### src/rtl/alu_operand_stage.sv
// Operand-select stage: picks ALU source 1/2 from candidate buses or the held
// ALU result, and presents them through a single-entry valid/ready register.
module alu_operand_stage #(
    parameter int unsigned WIDTH = 32,
    parameter int unsigned NSRC  = 3,
    parameter int unsigned SEL_W = $clog2(NSRC + 2)
) (
    input  logic                  clk,
    input  logic                  rstn,
    input  logic                  in_valid,
    output logic                  in_ready,
    input  logic [SEL_W-1:0]      src1_sel,
    input  logic [SEL_W-1:0]      src2_sel,
    input  logic [NSRC*WIDTH-1:0] src1_bus,
    input  logic [NSRC*WIDTH-1:0] src2_bus,
    input  logic                  res_we,
    input  logic [WIDTH-1:0]      res_in,
    input  logic                  flush,
    input  logic                  err_clr,
    output logic                  out_valid,
    input  logic                  out_ready,
    output logic [WIDTH-1:0]      alu_src1,
    output logic [WIDTH-1:0]      alu_src2,
    output logic                  sel_err
);

    localparam int unsigned FB_CODE = NSRC + 1;

    logic             out_valid_q, out_valid_d;
    logic [WIDTH-1:0] alu_src1_q, alu_src1_d;
    logic [WIDTH-1:0] alu_src2_q, alu_src2_d;
    logic [WIDTH-1:0] res_q, res_d;
    logic             sel_err_q, sel_err_d;

    logic             accept;
    logic             consume;
    logic [WIDTH-1:0] fb_val;
    logic [WIDTH-1:0] op1_val;
    logic [WIDTH-1:0] op2_val;
    logic             illegal;

    // Code 0 and any code past the feedback code both decode to zero.
    function automatic logic [WIDTH-1:0] decode(
        input logic [SEL_W-1:0]      sel,
        input logic [NSRC*WIDTH-1:0] bus,
        input logic [WIDTH-1:0]      fb
    );
        logic [WIDTH-1:0] val;
        val = '0;
        for (int unsigned k = 0; k < NSRC; k++) begin
            if (32'(sel) == k + 1) val = bus[k*WIDTH +: WIDTH];
        end
        if (32'(sel) == FB_CODE) val = fb;
        return val;
    endfunction

    assign in_ready = !out_valid_q || out_ready;
    assign accept   = in_valid && in_ready;
    assign consume  = out_valid_q && out_ready;

    always_comb begin
        fb_val  = res_we ? res_in : res_q;
        op1_val = decode(src1_sel, src1_bus, fb_val);
        op2_val = decode(src2_sel, src2_bus, fb_val);
        illegal = (32'(src1_sel) > FB_CODE) || (32'(src2_sel) > FB_CODE);
    end

    always_comb begin
        out_valid_d = out_valid_q;
        alu_src1_d  = alu_src1_q;
        alu_src2_d  = alu_src2_q;
        res_d       = res_we ? res_in : res_q;
        sel_err_d   = sel_err_q;

        // Flush drops both the held entry and any accept in the same cycle.
        if (flush) begin
            out_valid_d = 1'b0;
        end else if (accept) begin
            out_valid_d = 1'b1;
            alu_src1_d  = op1_val;
            alu_src2_d  = op2_val;
        end else if (consume) begin
            out_valid_d = 1'b0;
        end

        if (accept && !flush && illegal) begin
            sel_err_d = 1'b1;
        end else if (err_clr) begin
            sel_err_d = 1'b0;
        end
    end

    always_ff @(posedge clk or negedge rstn) begin
        if (!rstn) begin
            out_valid_q <= 1'b0;
            alu_src1_q  <= '0;
            alu_src2_q  <= '0;
            res_q       <= '0;
            sel_err_q   <= 1'b0;
        end else begin
            out_valid_q <= out_valid_d;
            alu_src1_q  <= alu_src1_d;
            alu_src2_q  <= alu_src2_d;
            res_q       <= res_d;
            sel_err_q   <= sel_err_d;
        end
    end

    assign out_valid = out_valid_q;
    assign alu_src1  = alu_src1_q;
    assign alu_src2  = alu_src2_q;
    assign sel_err   = sel_err_q;

endmodule

### config.mk
export PLATFORM = sky130hd
export DESIGN_NAME = alu_operand_stage
export DESIGN_NICKNAME = d
export VERILOG_FILES = /design/src/rtl/alu_operand_stage.sv
export SDC_FILE = /design/constraint.sdc
export NUM_CORES = 1
export LEC_CHECK = 0
export CORE_MARGIN = 2
export CORE_UTILIZATION = 40
export CTS_BUF_LIST = sky130_fd_sc_hd__clkbuf_16
export DETAILED_ROUTE_END_ITERATION = 7
export HOLD_SLACK_MARGIN = 0.06
export PLACE_DENSITY = 0.81
export SLEW_MARGIN = 20
export SYNTH_ARGS = -nofsm -noshare
export SYNTH_HDL_FRONTEND = slang
export SYNTH_SLANG_ARGS = --single-unit
### constraint.sdc
create_clock -name clk -period 3.8 [get_ports clk]
set_input_delay 0.95 -clock clk [delete_from_list [all_inputs] [get_ports clk]]
set_output_delay 0.95 -clock clk [all_outputs]
set_load 0.01 [all_outputs]
==> impl_metrics.toml, run 1 <==
[power_and_ir_drop]
clockPowerShare_pct = 25.8
total_leakage_power_nw = 3.651
switching_share_pct = 28.72
vdd_ir_drop_max_v = 0.0001893
cellInternalPower_w = 0.002220
p_per_area_nw_per_um2 = 346.7
seq_power_share_pct = 41.0
netSwitchingPower_w = 0.0008947
power_frac_comb_pct = 33.3

[grt]
grt_use_total_pct = 25.28
grt_overflow = 0
antenna_found_initial = 0
grt_pass1_wl_um = 29640
grt_pass1_vias = 5696
grt_max_degree = 87

[clocking]
ctsResizeCount = 0
clock-sinks = 98
cts_setup_buffers = 0
cts_made_buffers = 9
clk_latency_ns = 0.34
root_buffer = "clkbuf_16"
cts.clk_slew.worst_paths_ns = 0.07
clk_path_buf_depth = 2
cts_tree = "built"
h-tree-depth = 3
hold_buffers = 0

[yosys]
syn_inst = 595
synth_ff_type = "dfrtp_1"
ys_seq_area_share_pct = 42.47
ys_types = 20
synthArstFlopShare_pct = 100.0
yosysMostFrequentCell = "a21oi_1"
synthTopCellsByCount = "a21oi_1, dfrtp_1, nand2_1"
synth_top_cell_area_share_pct = 42.47
synth_area_leader_cell = "dfrtp_1"
synth_area_leaders = "dfrtp_1, a21oi_1, mux2i_1"
syn_avg_cell_area_um2 = 9.705
ys_seq_elements = 98
netlist_area_um2 = 5774
syn_nets = 832
ys_warn_count = 0
synth_edf_count = 0

[worst_hold_path]
hold_path.startpoint = "sel_err"
hold_path_end = "sel_err"
min_path_cells = 1
hp-class = "reg2reg"

[setup_path]
crit_path_start_kind = "input pin"
r2r_start = "out_valid"
r2r_cells = 4
timing.rr.end = "alu_src1[28]"
crit_top_cell = "clkdlybuf4s50_1"
r2r_slack_ns = 2.20
path_depth = 3
critPathKind = "in2out"
cpPeakStageDelay_ns = 0.58
cp.arrival_ns = 2.10
critPathLaunch = "out_ready"
crit_required_ns = 2.85
slowest_stage = "clkdlybuf4s50_1"
cpLargestDelayFamily = "buffers and inverters"
path_buf_inv = 2
path_cells = "clkdlybuf4s50_1, nand2b_2, clkdlybuf4s50_1"
end_kind = "primary output"
cp_max_fo = 3

[drt]
ant_nets = 0
totalWireLength_um = 20190
dr.pass1.iters = 5
drc = 0
vias = 5841
wl_per_cell_um = 19.51
avgViaCountPerCell = 5.643
first_iter_violations = 410

[place]
gp_congestion = 0.8554
port_buffers = 303
place_hpwl_um = 14980

[sta]
fin_crit_sh_pct = 80.31
slew_violations = 0
hold_violations = 0
rsz0062_at_grt = "false"
max_freq_ghz = 0.3277
finalClockSkew_ns = 0.007932
finalCriticalPeriod_ns = 3.052
finalSetupViolations = 0
tightest_slew_ns = 0.7799
tns_ns = 0
slew-limit-headroom_pct = 48.01

[final_layout]
drive_gt1_share_pct = 7.953
diodes = 0
fill_cells = 1181
utilization_pct = 64.24
finalNetCount = 1089
area_growth_syn_to_layout_pct = 55.62

[floorplan]
rows = 43
core_area_um2 = 13990
dieHeight_um = 124.2
die_area_um2 = 15410
ios = 304
initial_utilization_pct = 41.28
die_x_um = 124.2

[run_status]
status = "complete, no violations"

[job]
drv_cap = 0
-- worst max path at each step --
stage                          end  slack, ns
after floorplan           in_ready       1.46
after global placement    in_ready       0.72
after detailed placement  in_ready       0.73
after CTS                 in_ready       0.72
after global routing      in_ready       0.69
final                     in_ready       0.75
-- state kept, by name, summed over array words and instances, names as in the netlist --
signal	count
alu_src1	32
out_valid	1
sel_err	1
alu_src2	32
res_q	32
-- cell type report --
| cell class | instances | area (um^2) | area share [%] |
|---|---|---|---|
| timing repair buffer | 315 | 3114 | 34.66 |
| inverter | 2 | 7.507 | 0.08354 |
| clock buffer | 9 | 225.2 | 2.506 |
| multi-input combinational | 426 | 2938 | 32.69 |
| clock inverter | 5 | 23.77 | 0.2646 |
| sequential | 98 | 2452 | 27.29 |
| tap | 180 | 225.2 | 2.506 |
-- power by group through the flow --
stage	logic [W]	clock network, W	registers, W
5_1_grt	0.00112	0.000863	0.00129
2_1_floorplan	0.000379	0	0.00134
4_1_cts	0.00104	0.000818	0.00128
3_3_place_gp	0.00102	0	0.00129
3_5_place_dp	0.00104	0	0.00129
6_report	0.00104	0.000802	0.00128
-- cell usage in the layout (no fill, tap or decap), types with 2 or more instances in the layout --
cell,instances
buf_4,12
clkbuf_16,9
nand2_1,65
dfrtp_1,98
a31oi_1,64
a21oi_1,129
mux2_2,32
clkinv_2,4
inv_1,2
nor3b_4,2
mux2i_1,64
o21ai_0,2
a211o_1,64
buf_2,4
clkdlybuf4s50_1,297
-- worst register-to-register path, stage by stage, from the launching register on --
cell	delay, ns
dfrtp_1	0.39
nand2b_2	0.09
and2_2	0.57
buf_12	0.29
a31oi_1	0.13
-- metal layers --
| layer | track usage (%) | wire length, um | vias to the layer above |
|---|---|---|---|
| li1 | - | - | 2744 |
| met1 | 32.85 | 8483 | 2752 |
| met2 | 41.70 | 9416 | 307 |
| met3 | 5.449 | 1798 | 38 |
| met4 | 8.778 | 490 | 0 |
| met5 | 0 | 0 | - |
-- cell families after synthesis --
kind of cell	count (synthesis)	synth area share (%)
AO/OA/AOI/OAI	260	28.15
multiplexers	96	17.33
flip-flops	98	42.47
AND/OR/NAND/NOR	70	5.201
buffers and inverters	71	6.847
-- metrics by stage --
stage | instance area, um^2 | total power [W] | worst slack, ns | hold WS [ns] | instances
after global placement | 8731 | 0.002305 | 0.7209 | 0.4961 | 1021
after detailed placement | 8731 | 0.002332 | 0.7300 | 0.5125 | 1021
final | 8986 | 0.003115 | 0.7482 | 0.5254 | 1035
after CTS | 8980 | 0.003138 | 0.7203 | 0.5278 | 1035
after floorplan | 5774 | 0.001715 | 1.465 | 0.4848 | 595
after global routing | 8986 | 0.003274 | 0.6913 | 0.5438 | 1035
Note: power is estimated with default switching activity, not from simulation.
==> inputs of run 2 (changes only) <==
--- a/config.mk
+++ b/config.mk
@@ -6,11 +6,11 @@
 export NUM_CORES = 1
 export LEC_CHECK = 0
 export CORE_MARGIN = 2
-export CORE_UTILIZATION = 40
+export CORE_UTILIZATION = 36
 export CTS_BUF_LIST = sky130_fd_sc_hd__clkbuf_16
 export DETAILED_ROUTE_END_ITERATION = 7
 export HOLD_SLACK_MARGIN = 0.06
-export PLACE_DENSITY = 0.81
+export PLACE_DENSITY = 0.77
 export SLEW_MARGIN = 20
 export SYNTH_ARGS = -nofsm -noshare
 export SYNTH_HDL_FRONTEND = slang
==> constraint.sdc (replaced) <==
create_clock -name clk -period 2.5 [get_ports clk]
set_input_delay 0.625 -clock clk [delete_from_list [all_inputs] [get_ports clk]]
set_output_delay 0.625 -clock clk [all_outputs]
set_load 0.01 [all_outputs]
==> impl_metrics.toml, run 2 (same netlist as run 1, synthesis figures left out) <==
[final_layout]
utilization_pct = 58.53
mostFrequentLayoutCells = "clkdlybuf4s50_1, a21oi_1, dfrtp_1, nand2_1"
drive_gt1_share_pct = 9.206
layout_commonest_cell = "clkdlybuf4s50_1"
finalNetCount = 1101
diodes = 0
area_growth_syn_to_layout_pct = 59.85

[worst_hold_path]
hp-class = "in2async"

[clocking]
cts_tree = "built"
hold_buffers = 0
h-tree-depth = 3
clock-sinks = 98
clk_path_buf_depth = 2
root_buffer = "clkbuf_16"
clk_latency_ns = 0.35
ctsResizeCount = 0
cts_made_buffers = 9
cts_setup_buffers = 0
cts.clk_slew.worst_paths_ns = 0.07

[setup_path]
cp.arrival_ns = 1.78
critPathKind = "in2out"
crit_path_start_kind = "input pin"
end_kind = "primary output"
crit_required_ns = 1.88
cp_max_fo = 2

[sta]
tightest_slew_ns = 0.5896
setup_ws_ns = 0.09630
slew_violations = 0
fin_crit_sh_pct = 96.15
finalCriticalPeriod_ns = 2.404
max_freq_ghz = 0.4160
rsz0062_at_grt = "false"
slew-limit-headroom_pct = 60.69
finalClockSkew_ns = 0.01156
tns_ns = 0
hold_violations = 0
finalSetupViolations = 0

[floorplan]
initial_utilization_pct = 36.62
dieHeight_um = 130.6
core_area_um2 = 15770
die_x_um = 130.6
die_area_um2 = 17070
ios = 304
rows = 46

[drt]
dr.pass1.iters = 5
totalWireLength_um = 20540
wl_per_cell_um = 18.93
first_iter_violations = 402
drc = 0
ant_nets = 0
avgViaCountPerCell = 5.389
vias = 5847

[power_and_ir_drop]
total_leakage_power_nw = 3.740
p_per_area_nw_per_um2 = 520.4
p_total_w = 0.004804
vdd_ir_drop_max_v = 0.0003195

[grt]
grt_use_total_pct = 23.35
grt_overflow = 0
antenna_found_initial = 0
grt_pass1_vias = 5617
grt_max_degree = 65
grt_pass1_wl_um = 30480

[job]
drv_cap = 0

[run_status]
status = "complete, no violations"

[place]
post-place-ws_ns = 0.09763
place_hpwl_um = 15470
gp_congestion = 0.8328
port_buffers = 303
==> run 2: cell count changes in the layout (fill, tap and decap cells not counted) <==
cell / previous run / this run
buf_2: 4 / 5
clkinv_2: 4 / 1
clkinvlp_4: 0 / 3
buf_4: 12 / 16
buf_12: 1 / 9
buf_6: 1 / 0
inv_1: 2 / 4
==> run 2: final cells by class <==
type	count	area, um^2
Multi-Input combinational cell	426	2938
Fill cell	1417	6540
Timing Repair Buffer	327	3298
Clock buffer	9	225.2
Sequential cell	98	2452
Inverter	2	7.507
Clock inverter	7	38.79
Tap cell	216	270.3
==> run 2: path summary, 6_finish.rpt <==
kind	start	to	slack [ns]	depth (start not counted)
setup / recovery	out_ready	in_ready	0.1	3
hold / removal	rstn	alu_src2[2]	0.26	1
setup reg to reg	out_valid	alu_src2[8]	1.07	5
hold reg to reg	res_q[28]	res_q[28]	0.51	1
max in group asynchronous	rstn	alu_src2[23]	1.64	2
min in group clk	res_q[28]	res_q[28]	0.51	1
==> run 2: per-stage QoR <==
step	instances	hold WS [ns]	cell area [um^2]
detailed placement	1069	0.5035	8966
floorplan	595	0.3294	5774
global placement	1069	0.4995	8966
finish	1085	0.2550	9230
global route	1085	0.2742	9230
CTS	1085	0.2571	9230
==> run 2: where the power goes <==
group          internal, W  switching, W  total (W)
Sequential         0.00182      0.000123    0.00194
Clock             0.000663      0.000597    0.00126
Combinational     0.000933      0.000672    0.00161
Total              0.00341       0.00139    0.00480
==> run 2: metal layers <==
layer / global-route usage, % / part of all wire (%) / vias to the layer above
li1: - / - / 2760
met1: 31.34 / 43 / 2769
met2: 38.20 / 46 / 294
met3: 5.212 / 8.9 / 24
met4: 6.508 / 1.9 / 0
met5: 0 / 0 / -
==> run 2: critical path: stages <==
cell and delay [ns]:
clkdlybuf4s50_1 0.45, nand2b_2 0.16, clkdlybuf4s50_1 0.54
==> inputs of run 3 (changes only) <==
--- a/config.mk
+++ b/config.mk
@@ -8,9 +8,12 @@
 export CORE_MARGIN = 2
 export CORE_UTILIZATION = 36
 export CTS_BUF_LIST = sky130_fd_sc_hd__clkbuf_16
+export CTS_CLUSTER_DIAMETER = 30
 export DETAILED_ROUTE_END_ITERATION = 7
 export HOLD_SLACK_MARGIN = 0.06
 export PLACE_DENSITY = 0.77
+export SETUP_SLACK_MARGIN = 0.5
+export SKIP_LAST_GASP = 1
 export SLEW_MARGIN = 20
 export SYNTH_ARGS = -nofsm -noshare
 export SYNTH_HDL_FRONTEND = slang
==> impl_metrics.toml, run 3 (same netlist as run 1, synthesis figures left out) <==
[floorplan]
dieHeight_um = 130.6
initial_utilization_pct = 36.62
rows = 46
die_area_um2 = 17070
die_x_um = 130.6
core_area_um2 = 15770
ios = 304

[clocking]
clock-sinks = 98
cts_made_buffers = 9
cts.clk_slew.worst_paths_ns = 0.07
clk_latency_ns = 0.34
clk_path_buf_depth = 2
h-tree-depth = 3
cts_setup_buffers = 0
cts_tree = "built"
root_buffer = "clkbuf_16"

[sta]
fin_crit_sh_pct = 76.96
finalClockSkew_ns = 0.01138
max_freq_ghz = 0.5198
rsz0062_at_grt = "false"
hold_violations = 0
finalSetupViolations = 0
tns_ns = 0
tightest_slew_ns = 0.5959
slew_violations = 0
finalCriticalPeriod_ns = 1.924
slew-limit-headroom_pct = 60.28

[setup_path]
cpLargestDelayFamily = "buffers and inverters"
crit_path_start_kind = "flip-flop"
cp_max_fo = 2
r2r_cells = 5
cp.arrival_ns = 1.30
path_depth = 1
cpPeakStageDelay_ns = 0.56
slowest_stage = "clkdlybuf4s50_1"
path_buf_inv = 1
path_cells = "clkdlybuf4s50_1"
critPathKind = "reg2out"
crit_required_ns = 1.88
end_kind = "primary output"

[final_layout]
postLayoutCellArea_um2 = 9239
diodes = 0
area_growth_syn_to_layout_pct = 60.00
finalNetCount = 1101
utilization_pct = 58.58
mostFrequentLayoutCells = "clkdlybuf4s50_1, a21oi_1, dfrtp_1, nand2_1"
drive_gt1_share_pct = 9.321
layout_commonest_cell = "clkdlybuf4s50_1"

[drt]
vias = 5854
first_iter_violations = 392
drc = 0
met2_length_um = 9607
avgViaCountPerCell = 5.395
wl_per_cell_um = 18.95
ant_nets = 0
dr.pass1.iters = 5
met3_length_um = 1874
totalWireLength_um = 20560
maxUsedRoutingLayer = "met4"
wl_met1_um = 8657

[place]
port_buffers = 303
gp_congestion = 0.8328
place_hpwl_um = 15470
place_area_um2 = 8966

[grt]
grt_pass1_vias = 5620
grt_pass1_wl_um = 30510
grt_max_degree = 65
antenna_found_initial = 0
grt_use_total_pct = 23.37
grt_overflow = 0

[power_and_ir_drop]
total_leakage_power_nw = 3.756
vdd_ir_drop_max_v = 0.0003211
p_per_area_nw_per_um2 = 519.9

[worst_hold_path]
hp-class = "in2async"

[run_status]
status = "complete, no violations"

[job]
drv_cap = 0
==> run 3: final timing paths <==
kind,start,end,slack [ns]
min in group clk,res_q[28],res_q[28],0.52
worst max register to register,out_valid,alu_src2[8],1.07
worst min register to register,res_q[28],res_q[28],0.52
worst max-delay path,out_valid,out_valid,0.58
max in group asynchronous,rstn,alu_src2[17],1.63
worst min-delay path,rstn,alu_src2[2],0.26
==> run 3: timing repair <==
item,4_1_cts,5_1_grt
hold buffers,0,0
resized for setup,5,2
setup endpoints to repair,1,1
==> run 3: routing by layer <==
layer / vias up / GRT usage (%)
met5: - / 0
met4: 0 / 6.508
met3: 24 / 5.212
met2: 299 / 38.27
met1: 2772 / 31.34
li1: 2759 / -
==> run 3: area by class of cell <==
class / count / area, um^2
inverter: 2 / 7.507
multi-input combinational: 426 / 2943
clock inverter: 7 / 38.79
clock buffer: 9 / 225.2
tap: 216 / 270.3
sequential: 98 / 2452
fill: 1416 / 6531
timing repair buffer: 327 / 3302
==> run 3: metrics by stage <==
| step | power (W) | worst slack (ns) | hold WS (ns) | std cells |
|---|---|---|---|---|
| detailed placement | 0.003576 | 0.09763 | 0.5035 | 1069 |
| floorplan | 0.002607 | 0.8147 | 0.3294 | 595 |
| finish | 0.004804 | 0.5761 | 0.2553 | 1085 |
| global route | 0.005050 | 0.5388 | 0.2742 | 1085 |
| CTS | 0.004846 | 0.5104 | 0.2571 | 1085 |
| global placement | 0.003545 | 0.07276 | 0.4995 | 1069 |
==> run 3: where the power goes <==
part | switching, W | internal (W) | total (W)
Combinational | 0.000673 | 0.000933 | 0.00161
Clock | 0.000595 | 0.000663 | 0.00126
Sequential | 0.000124 | 0.00182 | 0.00194
